<file path="config.mk">
export PLATFORM = sky130hd
export DESIGN_NAME = tail_light_sequencer
export DESIGN_NICKNAME = d
export VERILOG_FILES = /design/src/rtl/tail_light_sequencer.sv
export SDC_FILE = /design/constraint.sdc
export NUM_CORES = 1
export LEC_CHECK = 0
export BUFFER_PORTS_ARGS = -buffer_cell sky130_fd_sc_hd__buf_2
export CAP_MARGIN = 20
export CORE_MARGIN = 4
export CORE_UTILIZATION = 47
export DETAILED_ROUTE_END_ITERATION = 7
export GPL_TIMING_DRIVEN = 0
export PLACE_DENSITY = 0.75
export SKIP_LAST_GASP = 1
export SLEW_MARGIN = 15
export SYNTH_ARGS = -nofsm -noshare
export SYNTH_HDL_FRONTEND = slang
export SYNTH_SLANG_ARGS = --single-unit
</file>
<file path="constraint.sdc">
create_clock -name clk -period 5.95 [get_ports clk]
set_input_delay 0.595 -clock clk [delete_from_list [all_inputs] [get_ports clk]]
set_output_delay 0.595 -clock clk [all_outputs]
set_load 0.1 [all_outputs]
</file>
<file path="src/rtl/tail_light_sequencer.sv">
// Tail-light sequencer: arbitrates left/right/hazard requests and steps a
// three-lamp brightness ramp per side at a prescaled tick rate.
module tail_light_sequencer #(
   parameter int unsigned TICK_DIV   = 4,
   parameter int unsigned HOLD_TICKS = 2
) (
   input  logic        clk,
   input  logic        reset,
   input  logic        left,
   input  logic        right,
   input  logic        hazard,
   output logic [23:0] duty_l,
   output logic [23:0] duty_r,
   output logic        busy,
   output logic [1:0]  side
);

   localparam int unsigned TW = (TICK_DIV > 1) ? $clog2(TICK_DIV) : 1;
   localparam int unsigned HW = (HOLD_TICKS > 1) ? $clog2(HOLD_TICKS) : 1;
   localparam int unsigned SW = 4;
   localparam int unsigned DW = 8;
   localparam int unsigned NL = 3;
   localparam int unsigned PW = DW * NL;

   localparam logic [TW-1:0] TICK_LAST = TW'(TICK_DIV - 1);
   localparam logic [HW-1:0] HOLD_LAST = HW'(HOLD_TICKS - 1);
   localparam logic [SW-1:0] STEP_LAST = SW'(11);

   typedef enum logic [1:0] {IDLE, RAMP, HOLD, GAP} state_t;

   state_t          state_q, state_d;
   logic [TW-1:0]   tick_q, tick_d;
   logic [SW-1:0]   step_q, step_d;
   logic [HW-1:0]   hold_q, hold_d;
   logic [1:0]      side_q, side_d;
   logic [PW-1:0]   duty_l_q, duty_l_d;
   logic [PW-1:0]   duty_r_q, duty_r_d;
   logic            busy_q, busy_d;
   logic            strobe;
   logic [PW-1:0]   pattern;

   // Brightness level for position within a lamp's four-step ramp
   function automatic logic [DW-1:0] level_lut(input logic [1:0] idx);
      case (idx)
         2'd0:    level_lut = DW'(3);
         2'd1:    level_lut = DW'(15);
         2'd2:    level_lut = DW'(63);
         default: level_lut = DW'(255);
      endcase
   endfunction

   // Per-lamp duties for a ramp step: earlier lamps full, later lamps dark
   function automatic logic [PW-1:0] ramp_duty(input logic [SW-1:0] s);
      logic [PW-1:0] r;
      r = '0;
      for (int i = 0; i < int'(NL); i++) begin
         if (2'(i) < s[3:2])
            r[i*DW +: DW] = DW'(255);
         else if (2'(i) == s[3:2])
            r[i*DW +: DW] = level_lut(s[1:0]);
      end
      return r;
   endfunction

   // Next-state, counters and registered-output values
   always_comb begin
      state_d = state_q;
      tick_d  = tick_q;
      step_d  = step_q;
      hold_d  = hold_q;
      side_d  = side_q;
      pattern = '0;
      strobe  = (tick_q == TICK_LAST);

      case (state_q)
         IDLE: begin
            tick_d = '0;
            step_d = '0;
            hold_d = '0;
            side_d = 2'b00;
            if (hazard) begin
               side_d  = 2'b11;
               state_d = RAMP;
            end else if (left && !right) begin
               side_d  = 2'b10;
               state_d = RAMP;
            end else if (right && !left) begin
               side_d  = 2'b01;
               state_d = RAMP;
            end
         end
         RAMP: begin
            tick_d = strobe ? '0 : tick_q + TW'(1);
            if (strobe) begin
               if (step_q == STEP_LAST) begin
                  state_d = HOLD;
                  step_d  = '0;
               end else begin
                  step_d = step_q + SW'(1);
               end
            end
         end
         HOLD: begin
            tick_d = strobe ? '0 : tick_q + TW'(1);
            if (strobe) begin
               if (hold_q == HOLD_LAST) begin
                  state_d = GAP;
                  hold_d  = '0;
               end else begin
                  hold_d = hold_q + HW'(1);
               end
            end
         end
         GAP: begin
            tick_d = strobe ? '0 : tick_q + TW'(1);
            if (strobe) begin
               state_d = IDLE;
               tick_d  = '0;
               side_d  = 2'b00;
            end
         end
         default: begin
            state_d = IDLE;
            tick_d  = '0;
            step_d  = '0;
            hold_d  = '0;
            side_d  = 2'b00;
         end
      endcase

      // An out-of-range step count can only come from corruption: recover to IDLE
      if ((state_q != IDLE) && (step_q > STEP_LAST)) begin
         state_d = IDLE;
         tick_d  = '0;
         step_d  = '0;
         hold_d  = '0;
         side_d  = 2'b00;
      end

      case (state_d)
         RAMP:    pattern = ramp_duty(step_d);
         HOLD:    pattern = '1;
         default: pattern = '0;
      endcase

      duty_l_d = side_d[1] ? pattern : '0;
      duty_r_d = side_d[0] ? pattern : '0;
      busy_d   = (state_d != IDLE);
   end

   // State and output registers with synchronous reset
   always_ff @(posedge clk) begin
      if (reset) begin
         state_q  <= IDLE;
         tick_q   <= '0;
         step_q   <= '0;
         hold_q   <= '0;
         side_q   <= 2'b00;
         duty_l_q <= '0;
         duty_r_q <= '0;
         busy_q   <= 1'b0;
      end else begin
         state_q  <= state_d;
         tick_q   <= tick_d;
         step_q   <= step_d;
         hold_q   <= hold_d;
         side_q   <= side_d;
         duty_l_q <= duty_l_d;
         duty_r_q <= duty_r_d;
         busy_q   <= busy_d;
      end
   end

   assign duty_l = duty_l_q;
   assign duty_r = duty_r_q;
   assign busy   = busy_q;
   assign side   = side_q;

endmodule

</file>
Word-level counts from Yosys, hierarchy flattened
Index checks and enable logic that the tools add are counted.
{ "word_totals": {"regBits": 60, "latch_bits": 0, "ramBits": 0, "mem_bits_ro": 0, "in_bits": 5, "output_inout_bits": 51, "n_memories": 0} }
{ "classes": {"add_sub_neg": 3, "mul": 0, "div": 0, "n_lt_le_gt_ge": 4, "n_eq_ne": 12, "n_shift": 0, "muxes": 33, "n_bitwise": 2, "reduce_logical": 16} }
{ "ops": {"columns": ["operator", "n"], "rows": [
  ["two-way mux 8 bit", 6],
  ["case mux 24 bit (2 select lines)", 1],
  ["two-way mux 2 bit", 14],
  ["case mux 8 bit (3 select lines)", 1],
  ["two-way mux 4 bit", 3],
  ["== test 2 bit (second input constant)", 5],
  ["case mux 2 bit (2 select lines)", 2],
  ["case mux 2 bit (4 select lines)", 1],
  ["case mux 4 bit (2 select lines)", 1],
  ["== test 2 x 1 -> 1 bit (second input constant)", 3],
  ["logical NOT 2 bit", 3],
  ["nonzero test 2 bit", 3],
  ["OR reduction 2 bit", 3],
  ["adder 4 x 1 -> 4 bit (second input constant)", 1],
  ["== test 4 bit (second input constant)", 1],
  ["greater-than comparator 4 bit (second input constant)", 1],
  ["< comparator 1 x 2 -> 1 bit (first input constant)", 2],
  ["logical AND 1 bit", 3],
  ["two-way mux 1 bit", 3],
  ["OR reduction 3 bit", 1],
  ["adder 2 x 1 -> 2 bit (second input constant)", 1],
  ["== test 1 x 2 -> 1 bit (first input constant)", 1],
  ["== test 2 bit (first input constant)", 1],
  ["logical NOT 1 bit", 2],
  ["6 further kinds", 7]
]} }

Logic depth before layout (Yosys ltp)
{ "depth": {"word_depth": 10, "mapped_depth": 14} }

Least setup slack after synthesis
No wires, ideal clock.
{ "synth_timing": {"kind": "register -> register", "startpoint": "register state_q[0]", "endpoint": "register duty_l_q[7], in the netlist duty_l[7]", "arrival_ps": 2691, "required_ps": 5825, "setup_slack_ps": 3134, "stages_incl_launch_ff": 14, "period_less_slack_ps": 2816, "path_cell_list": "dfxtp_1 inv_1 ha_1 buf_2 nor3b_1 o21ai_0 o21ai_0 inv_1 ha_1 and2_1 and3_1 a31o_2 a311oi_1 nor2_1"} }
{ "synth_rtl": {"columns": ["element", "line_no", "rtl"], "rows": [
  ["from (decl)", "31", "state_t state_q, state_d;"],
  ["from (signal assigned)", "163", "state_q <= state_d;"],
  ["two-way mux 2 bit", "87", "end else if (right && !left) begin"],
  ["two-way mux 2 bit", "84", "end else if (left && !right) begin"],
  ["two-way mux 2 bit", "81", "if (hazard) begin"],
  ["case mux 2 bit (4 select lines)", "75", "case (state_q)"],
  ["two-way mux 2 bit (*)", "132", "if ((state_q != IDLE) && (step_q > STEP_LAST)) begin"],
  ["via state_d[0]", "31", null],
  ["== test 2 bit / == test 2 x 1 -> 1 bit (equally long branches)", "140", "case (state_d)"],
  ["case mux 24 bit (2 select lines) (*)", "140", null],
  ["to (signal assigned)", "168", "duty_l_q <= duty_l_d;"],
  ["to (decl)", "36", "logic [PW-1:0] duty_l_q, duty_l_d;"]
]} }
The timed path passes the listed nets; every way through them passes the cells marked *.
A chain may end at the register's enable or synchronous reset.

Final worst setup path
{ "layout_timing": {"startpoint": "register state_q[0]", "endpoint": "register duty_r_q[7], in the netlist duty_r[7]"} }
{ "layout_rtl": {"columns": ["element", "line_no", "rtl"], "rows": [
  ["two-way mux 2 bit", "87", null],
  ["two-way mux 2 bit", "84", null],
  ["two-way mux 2 bit", "81", null],
  ["case mux 2 bit (4 select lines)", "75", null],
  ["two-way mux 2 bit (*)", "132", null],
  ["via state_d[0]", "31", null],
  ["== test 2 bit / == test 2 x 1 -> 1 bit (equally long branches)", "140", null],
  ["case mux 24 bit (2 select lines) (*)", "140", null],
  ["to (signal assigned)", "169", "duty_r_q <= duty_r_d;"],
  ["to (decl)", "37", "logic [PW-1:0] duty_r_q, duty_r_d;"]
]} }
Marks and branches as above.

==> flow_summary.yaml <==
pwr:
  ir_drop_mv: 0.128
  power.total_uw: 562
  power_density_mw_per_mm2: 257
  leakagePower_nw: 1.13
synthesis:
  synth_cell_types: 41
  ys_ff_latch: 36
  synth_area_leaders: "dfxtp_1 42%, buf_4 11%, nor2_1 6.7%"
  synthCells: 189
  yosys_warnings: 0
  synth_most_common_cell: "dfxtp_1"
  syn_area_mm2: 0.00172
  syn-num-nets: 203
  synth_top_area_cell: "dfxtp_1"
  synthTopCellsByCount: "36 x dfxtp_1, 31 x nor2_1, 26 x buf_4"
  synth_top_area_share_pct: 41.8
  synth_enable_flop_cells: 0
  postSynth.asyncResetShare_pct: 0
  ys_seq_area_share_pct: 41.8
  ys.flop_type: "dfxtp_1"
  avgSynthCellArea_um2: 9.12
drt:
  drtPass1Iterations: 4
  drt_iter0_markers: 74
  num_vias: 1434
  drc: 0
  routed_via_density: 4.81
  wl_per_cell_um: 11.6
  routed_wl_um: 3450
  ant_nets: 0
floorplan:
  core-area_mm2: 0.00344
  start_util_pct: 50.1
  die_x_um: 68.6
  die_y_um: 68.6
  io_pins: 56
  die_area_mm2: 0.00470
  rows: 21
global_routing:
  use_met2_pct: 26.7
  busiest_layer: "met2"
  antenna_found_initial: 0
  grt_max_degree: 12
  grt_pass1_vias: 1245
  gr-total-overflow: 0
  grt_use_met3_pct: 4.38
  grt_usage_pct: 15.9
  met1_usage_pct: 19.2
  grt_pass1_wl_um: 5550
placement:
  placed_area_mm2: 0.00206
  portBuffers: 55
  place_congestion: 0.817
  detailed_place_hpwl_um: 2640
final_layout:
  drive_gt1_share_pct: 40.5
  antennaDiodeCount: 0
  syn2layout_area_growth_pct: 26.6
  postLayoutCellArea_mm2: 0.00218
  fin_util_pct: 63.4
  final_nets: 265
sta:
  period_share_pct: 55.7
  clock_skew_ns: 0.00673
  worst_slew_pin_slew_ns: 0.490
  fin_crit_ns: 3.31
  fmax_mhz: 302
  rsz0062_at_grt: "false"
  final-setup-viol-count: 0
  hold_viol_final: 0
  drv_slew: 0
  maxSlewHeadroom_pct: 67.6
  tns_ns: 0
clock_tree:
  root_buffer: "clkbuf_8"
  hold_buffers: 0
  post-cts-setup-buffers: 0
  cts_tree: "yes"
  clk_pin_slew_ns: 0.07
  post_cts_resized: 0
  cts_buffer_depth: 2
  ctsHtreeMaxLevel: 2
  clkSinkCount: 36
  cts_buffers: 5
  clock_insertion_delay_worst_skew_ns: 0.28
job:
  cap_viol_max_count: 0
min_path:
  min_path_type: "reg -> reg"
run_status:
  status: "completed"
critical_path:
  endpoint_kind: "flop"
  crit_fanout: 10
  critPathKind: "reg -> reg"
  crit_family: "compound AO/OA/AOI/OAI gates"
  worstPathRequired_ns: 6.11
  critical_path_arrival_ns: 3.48
  crit_slowest_cell: "dfxtp_1"
  slowest_delay_ns: 0.43
  path_cells: "inv_1 -> ha_1 -> buf_2 -> nor3b_1 -> o21ai_0 -> o21ai_0 -> inv_1 -> ha_1 -> and2_1 -> and3_1 -> a31o_2 -> a311oi_1 -> nor2_1"
  crit_buf_inv: 3
  cp-start-kind: "flop"
## power breakdown
group	switching, mW	internal, mW	total [mW]
clock	0.0831	0.148	0.231
sequential	0.00283	0.246	0.249
combinational	0.0622	0.0199	0.0821
## path summary, 6_finish.rpt
kind	start	end	slack, ns	cells after the start
worst max-delay path	state_q[0]	duty_r[7]	2.64	13
worst min register to register	tick_q[0]	tick_q[0]	0.43	1
worst min-delay path	tick_q[0]	tick_q[0]	0.43	1
worst max register to register	state_q[0]	duty_r[7]	2.64	13
## metrics by stage
step	hold slack, ns	setup WS [ns]	cells
floorplan	0.405	3.13	189
global placement	0.420	2.77	290
detailed placement	0.423	2.74	290
CTS	0.434	2.67	298
global route	0.453	2.26	298
finish	0.431	2.64	298
## kinds of logic (layout without fill, tap and decap cells)
family	count (synthesis)	after routing	synth area share [%]
and+or+nand+nor	67	67	20.2
buffers and inverters	42	105	15.2
DFF	36	36	41.8
AOI/OAI and AO/OA	31	31	13.9
adders and majority gates	9	9	6.53
muxes	3	3	1.81
xor gates and xnor gates	1	1	0.508
## placed cells by master, fill, tap and decap left out, types with 4 or more instances in the layout
cell and count:
buf_2 60, dfxtp_1 36, nor2_1 31, buf_4 26, inv_1 11, ha_1 9, o21ai_0 8, nor2b_1 8
a21oi_1 7, clkbuf_8 7, nor3_1 4
## worst reg2reg max path, stage by stage (launching register included)
cell and delay [ns]:
dfxtp_1 0.43, inv_1 0.09, ha_1 0.24, buf_2 0.19, nor3b_1 0.35, o21ai_0 0.12, o21ai_0 0.30, inv_1 0.12
ha_1 0.32, and2_1 0.21, and3_1 0.19, a31o_2 0.25, a311oi_1 0.32, nor2_1 0.06
## flip-flops by register name, summed over array words and instances (netlist names)
signal and cells:
side 2, hold_q 1, step_q 4, busy 1, duty_l 12, duty_r 12, tick_q 2, state_q 2
## layer usage
| metal | share of wire [%] | wire, µm |
|---|---|---|
| met5 | 0 | 0 |
| met2 | 47 | 1620 |
| met4 | 1.5 | 53 |
| met1 | 43 | 1490 |
| met3 | 8.2 | 284 |
## layout make-up
| cell class | instances | area [µm²] |
|---|---|---|
| Buffer | 31 | 220 |
| Clock buffer | 7 | 96.3 |
| Clock inverter | 1 | 30.0 |
| Fill cell | 302 | 1260 |
| Inverter | 11 | 41.3 |
| Multi-Input combinational cell | 111 | 742 |
| Sequential cell | 36 | 721 |
| Tap cell | 46 | 57.6 |
| Timing Repair Buffer | 55 | 275 |
(Power assumes the default switching activity.)
